$ cat config.mk
export PLATFORM = sky130hd
export DESIGN_NAME = memory_responder
export DESIGN_NICKNAME = d
export VERILOG_FILES = /design/src/rtl/memory_responder_pkg.sv /design/src/rtl/memory_responder_ram.sv /design/src/rtl/memory_responder.sv
export SDC_FILE = /design/constraint.sdc
export NUM_CORES = 2
export LEC_CHECK = 0
export ABC_AREA = 1
export CORE_ASPECT_RATIO = 1.75
export CORE_MARGIN = 1.5
export CORE_UTILIZATION = 40
export CTS_CLUSTER_DIAMETER = 30
export DETAILED_ROUTE_END_ITERATION = 7
export GPL_ROUTABILITY_DRIVEN = 0
export HOLD_SLACK_MARGIN = 0.12
export PLACE_DENSITY_LB_ADDON = 0.05
export SYNTH_ARGS = -nofsm -noshare
export SYNTH_HDL_FRONTEND = slang
export SYNTH_SLANG_ARGS = --single-unit
$ cat constraint.sdc
create_clock -name CLOCK -period 12.6 [get_ports CLOCK]
set_clock_uncertainty 0.15 [all_clocks]
set_input_delay 2.52 -clock CLOCK [delete_from_list [all_inputs] [get_ports CLOCK]]
set_output_delay 2.52 -clock CLOCK [all_outputs]
set_load 0.05 [all_outputs]
$ cat src/rtl/memory_responder_pkg.sv
// Shared types and constants for the memory responder and its bus agents.
`ifndef MEMSIZE
`define MEMSIZE 256
`endif

package memory_responder_pkg;

  // Default word type used on the data buses.
  typedef logic [7:0] DEFAULT_TYPE;

  // Command codes on mem_ctrl_bus; 2'b11 is reserved and rejected.
  typedef enum logic [1:0] {
    MEM_NONE  = 2'b00,
    MEM_READ  = 2'b01,
    MEM_WRITE = 2'b10
  } MEMORY_FLAG_TYPE;

  localparam logic [1:0] MEM_RESERVED = 2'b11;

  // Responder sequencing: zero-fill the array, then serve commands.
  typedef enum logic {
    RS_CLEAR = 1'b0,
    RS_IDLE  = 1'b1
  } RESP_STATE_TYPE;

  localparam int MEMSIZE = `MEMSIZE;

endpackage

$ cat src/rtl/memory_responder_ram.sv
// Single-port synchronous storage array with registered read data.
// Only one access per cycle; the write takes priority over the read.
module responder_ram #(
  parameter int DATA_WIDTH = 8,
  parameter int ADDR_WIDTH = 8,
  parameter int DEPTH      = 256
) (
  input  logic                  clk,
  input  logic                  we,
  input  logic                  re,
  input  logic [ADDR_WIDTH-1:0] addr,
  input  logic [DATA_WIDTH-1:0] wdata,
  output logic [DATA_WIDTH-1:0] rdata
);

  (* ram_style = "block", RAM_STYLE = "BLOCK" *)
  logic [DATA_WIDTH-1:0] mem [DEPTH];

  // Array write or registered read, one access per cycle.
  // NOTE: no reset here -- a block RAM cannot be reset in one cycle, so the
  // controller zeroes it word by word instead.
  always_ff @(posedge clk) begin
    if (we) begin
      mem[addr] <= wdata;
    end else if (re) begin
      rdata <= mem[addr];
    end
  end

endmodule

$ cat src/rtl/memory_responder.sv
// Target-side memory responder: zero-fills its array after reset, then
// serves READ/WRITE commands with one-cycle read latency and flags
// rejected commands on mem_err.
module memory_responder
  import memory_responder_pkg::*;
#(
  parameter int DATA_WIDTH     = $bits(DEFAULT_TYPE),
  parameter int ADDR_WIDTH     = 8,
  parameter int MEM_SIZE       = MEMSIZE,
  parameter int CLEAR_ON_RESET = 1
) (
  input  logic                  CLOCK,
  input  logic                  RESET,
  input  logic [1:0]            mem_ctrl_bus,
  input  logic [ADDR_WIDTH-1:0] mem_addr_bus,
  input  logic [DATA_WIDTH-1:0] mem_write_bus,
  output logic [DATA_WIDTH-1:0] mem_read_bus,
  output logic                  mem_valid,
  output logic                  mem_ready,
  output logic                  mem_err
);

  // Index width actually needed by the array; the bus may be wider.
  localparam int IDX_W = (MEM_SIZE > 1) ? $clog2(MEM_SIZE) : 1;

  // Widened constants so the compares never wrap at MEM_SIZE = 2**ADDR_WIDTH.
  localparam logic [ADDR_WIDTH:0] SIZE_W    = (ADDR_WIDTH + 1)'(MEM_SIZE);
  localparam logic [ADDR_WIDTH:0] LAST_ADDR = (ADDR_WIDTH + 1)'(MEM_SIZE - 1);

  RESP_STATE_TYPE        state;
  logic [ADDR_WIDTH:0]   clear_ptr;
  logic                  zero_q;

  logic                  clearing;
  logic                  in_range;
  logic                  rd_cmd;
  logic                  wr_cmd;
  logic                  rsv_cmd;

  logic                  ram_we;
  logic                  ram_re;
  logic [IDX_W-1:0]      ram_addr;
  logic [DATA_WIDTH-1:0] ram_wdata;
  logic [DATA_WIDTH-1:0] ram_rdata;

  assign clearing = (state == RS_CLEAR);
  assign in_range = ({1'b0, mem_addr_bus} < SIZE_W);

  // Commands are only decoded once the array is ready; during the clear
  // they are dropped without any response.
  assign rd_cmd  = !clearing && (mem_ctrl_bus == MEM_READ);
  assign wr_cmd  = !clearing && (mem_ctrl_bus == MEM_WRITE);
  assign rsv_cmd = !clearing && (mem_ctrl_bus == MEM_RESERVED);

  // Array port sharing: the clear sequencer owns the port while clearing.
  always_comb begin
    // NOTE: every output gets a default first so no path leaves it
    // unassigned and a latch cannot be inferred.
    ram_we    = 1'b0;
    ram_re    = 1'b0;
    ram_addr  = mem_addr_bus[IDX_W-1:0];
    ram_wdata = mem_write_bus;
    if (clearing) begin
      ram_we    = (CLEAR_ON_RESET != 0);
      ram_addr  = clear_ptr[IDX_W-1:0];
      ram_wdata = '0;
    end else begin
      ram_we = wr_cmd && in_range;
      ram_re = rd_cmd && in_range;
    end
  end

  // Clear sequencer: one zero word per cycle, then hand over to IDLE.
  // NOTE: sequential state uses non-blocking assignments so every flop
  // samples the pre-edge values regardless of statement order.
  always_ff @(posedge CLOCK or posedge RESET) begin
    if (RESET) begin
      state     <= RS_CLEAR;
      clear_ptr <= '0;
      mem_ready <= 1'b0;
    end else if (clearing) begin
      if (CLEAR_ON_RESET == 0 || clear_ptr == LAST_ADDR) begin
        state     <= RS_IDLE;
        mem_ready <= 1'b1;
      end else begin
        clear_ptr <= clear_ptr + 1'b1;
      end
    end
  end

  // Response flags: valid marks accepted reads, err marks rejected commands,
  // zero_q forces the read bus to zero after reset or an out-of-range read.
  always_ff @(posedge CLOCK or posedge RESET) begin
    if (RESET) begin
      mem_valid <= 1'b0;
      mem_err   <= 1'b0;
      zero_q    <= 1'b1;
    end else begin
      mem_valid <= rd_cmd;
      mem_err   <= ((rd_cmd || wr_cmd) && !in_range) || rsv_cmd;
      if (rd_cmd) begin
        zero_q <= !in_range;
      end
    end
  end

  // The array's registered output only moves on a read, so the bus holds
  // its value between reads.
  assign mem_read_bus = zero_q ? '0 : ram_rdata;

  responder_ram #(
    .DATA_WIDTH (DATA_WIDTH),
    .ADDR_WIDTH (IDX_W),
    .DEPTH      (MEM_SIZE)
  ) u_ram (
    .clk   (CLOCK),
    .we    (ram_we),
    .re    (ram_re),
    .addr  (ram_addr),
    .wdata (ram_wdata),
    .rdata (ram_rdata)
  );

endmodule

==> run_results.csv <==
group,metric,value,unit
synth,ys_ff_latch,2070,
synth,netlist_instances,8364,
final_layout,final_nets,8409,
clock_tree,cts_resized,0,
clock_tree,htreeDepth,5,
sta,worst_slack,5260,ps
sta,fin_crit_sh,58.2,%
hold_path,hp-class,"flip-flop to flip-flop",
worst_setup_path,path_class,"primary input to flip-flop",
worst_setup_path,critPathCaptureType,"flip-flop",
clock_tree,clk_pin_slew,50,ps
grt,grt.total_usage,24.7,%
clock_tree,cts_tree,"built",
clock_tree,cts_buffers,345,
floorplan,die_w,355,um
route,drc,0,
place,dp_hpwl,152000,um
synth,syn-num-nets,8386,
worst_setup_path,required,13160,ps
sta,maxSlewViolCount,0,
sta,min_period,7340,ps
sta,hold_violations,0,
floorplan,dieArea,219000,um2
synth,ys_types,28,
route,vias,58400,
run,cap_violations,0,
grt,grt_pass1_wl,398000,um
synth,synth.top_cell.area_share,71.3,%
worst_setup_path,worstPathArrival,7900,ps
power,clock_power_share,55.9,%
final_layout,final_common_cell,"nand2_1",
worst_setup_path,crit_top_cell,"nand2_1",
clock_tree,clkSinkCount,2070,
floorplan,dieHeight,618,um
route,wl_per_cell,23.6,um
worst_setup_path,startpoint_type,"primary input",
final_layout,multi_input_area,22500,um2
power,leakage,36.0,nW
sta,worstMarginPinSlew,1260,ps
clock_tree,clk_path_buf_depth,4,
power,p_int,13.4,mW
final_layout,final.fill_count,20000,
sta,slew_headroom,15.7,%
power,p_per_area,167,nW/um2
final_layout,drive_above_1_share,8.18,%
place,dp_cells,10900,
final_layout,stdcell_count,11500,
place,postPlaceCellArea,89500,um2
synth,yosys_warnings,0,
grt,grt_pass1_vias,60200,
grt,antenna_found_initial,11,
power,switching_share,20.6,%
floorplan,start_util,40.3,%
floorplan,ios,31,
worst_setup_path,cp_max_fo,154,
power,vdd_drop_max,0.119,mV
run_status,status,"finished clean",
final_layout,final_cell_mix,"nand2_1, edfxtp_1, nor2_1",
synth,yosysTopAreaCell,"edfxtp_1",
final_layout,seq_area,62100,um2
grt,grt_max_degree,155,
grt,gr-total-overflow,0,
worst_setup_path,max_stage_delay,840,ps
synth,synth_area_per_cell,10.3,um2
clock_tree,post-cts-setup-buffers,0,
route,final_antenna_net_count,0,
route,avgViaCountPerCell,5.07,
power,seqPwrFrac,44.0,%
place,io_buffers,30,
floorplan,rows,225,
sta,fin_tns_setup,0,ps
route,drtPass1Iterations,5,
synth,seq_area_frac_synth,71.8,%
power,power_frac_comb,0,%
final_layout,stdcell_area,101000,um2
sta,max_freq,136,MHz
final_layout,area_growth,16.9,%
synth,syn_area,86500,um2
clock_tree,holdBufCountCts,0,
route,wirelength,272000,um
route,drt_iter0_drc,4016,
power,p_sw,3.50,mW
worst_setup_path,cpMaxStageDelayCell,"buf_4",
synth,synthTopCellsByArea,"edfxtp_1, nand2_1, nor2_1, nand3_1, clkbuf_1",
sta,setup_viol,0,
worst_setup_path,reg2reg_slack,6510,ps
clock_tree,clk_latency,840,ps
floorplan,fp.coreArea,215000,um2
worst_setup_path,path_cells,"clkdlybuf4s50_1 -> nand2_4 -> nand2_8 -> buf_12 -> buf_12 -> buf_4 -> nand2_1 -> nand2_1 -> nand2_1 -> nand2_1 -> nand2_1 -> nand2_1 -> o21ai_1 -> nand2_1 -> nor2_1 -> nor2_1 -> nor2_1 -> nand2_1",
place,dpl_worst_slack,4310,ps
clock_tree,clock-root-buffer,"clkbuf_16",
sta,rsz0062_at_grt,"false",
## logic make-up (layout without fill, tap and decap cells)
| kind of cell | after synthesis | count (layout) | synth area share [%] |
|---|---|---|---|
| and+or+nand+nor | 5642 | 5642 | 24.9 |
| DFF | 2070 | 2070 | 71.8 |
| AOI/OAI and AO/OA | 140 | 140 | 0.821 |
| adders and majority gates | 2 | 2 | 0.0289 |
| xor gates and xnor gates | 6 | 6 | 0.0607 |
| buffers and inverters | 504 | 803 | 2.46 |
| other | 0 | 4 | 0 |
## layout make-up
class	count	area share (%)
Sequential cell	2070	61.4
Multi-Input combinational cell	5790	22.2
Clock buffer	383	8.88
Tap cell	2837	3.51
Clock inverter	240	2.65
Timing Repair Buffer	115	1.05
Inverter	65	0.308
Antenna cell	4	0.00989
## synth_stat cells, drive strengths merged
master and number:
xnor2 2, o21ai 139, buf 213, a21o 1, nor4 1, clkbuf 226, edfxtp 2056, or2 5
ha 2, dfrtp 13, nor2 384, nand4 1, dfstp 1, nand3 242, nand2 5009, inv 65
xor2 4
## power by group through the flow
stage | clock (mW) | sequential (mW) | combinational (mW)
global route | 9.89 | 7.45 | 0.00824
detailed placement | 0 | 7.60 | 0.00764
global placement | 0 | 7.60 | 0.00770
CTS | 9.61 | 7.46 | 0.00765
finish | 9.48 | 7.46 | 0.00750
floorplan | 0 | 7.60 | 0.000959
## path summary, 6_finish.rpt
kind                                   to  depth (start not counted)       startpoint
hold reg to reg                 mem_ready                          1        mem_ready
max in group asynchronous    clear_ptr[7]                          2            RESET
hold / removal                  mem_ready                          1        mem_ready
setup reg to reg           u_ram.rdata[7]                         19            state
setup / recovery           u_ram.rdata[7]                         18  mem_addr_bus[0]
min in group asynchronous         mem_err                          2            RESET
## critical path, delay by kind of cell
kind,cells,cell delay [ps]
buf+inv,4,2510
simple gates,13,2350
compound gates,1,80
## registers in the layout, indices dropped and copies added, names as in the netlist
register	count
u_ram.mem	2048
mem_err	1
u_ram.rdata	8
mem_ready	1
zero_q	1
state	1
clear_ptr	9
mem_valid	1
## per-stage QoR
stage	hold WS, ps	util (%)	power [mW]
5_1_grt	347	47.1	17.4
3_5_place_dp	296	41.7	7.61
3_3_place_gp	300	41.7	7.61
6_report	308	47.1	16.9
4_1_cts	311	47.1	17.1
2_1_floorplan	303	-	7.60
## metal layers
metal	vias to the layer above	GRT usage [%]	share of wire (%)
met1	28800	30.0	40
met2	1618	44.7	52
met4	0	9.05	3.3
met5	-	0	0
met3	460	2.83	4.4
li1	27500	-	-
Power figures use the tool's default switching activity.
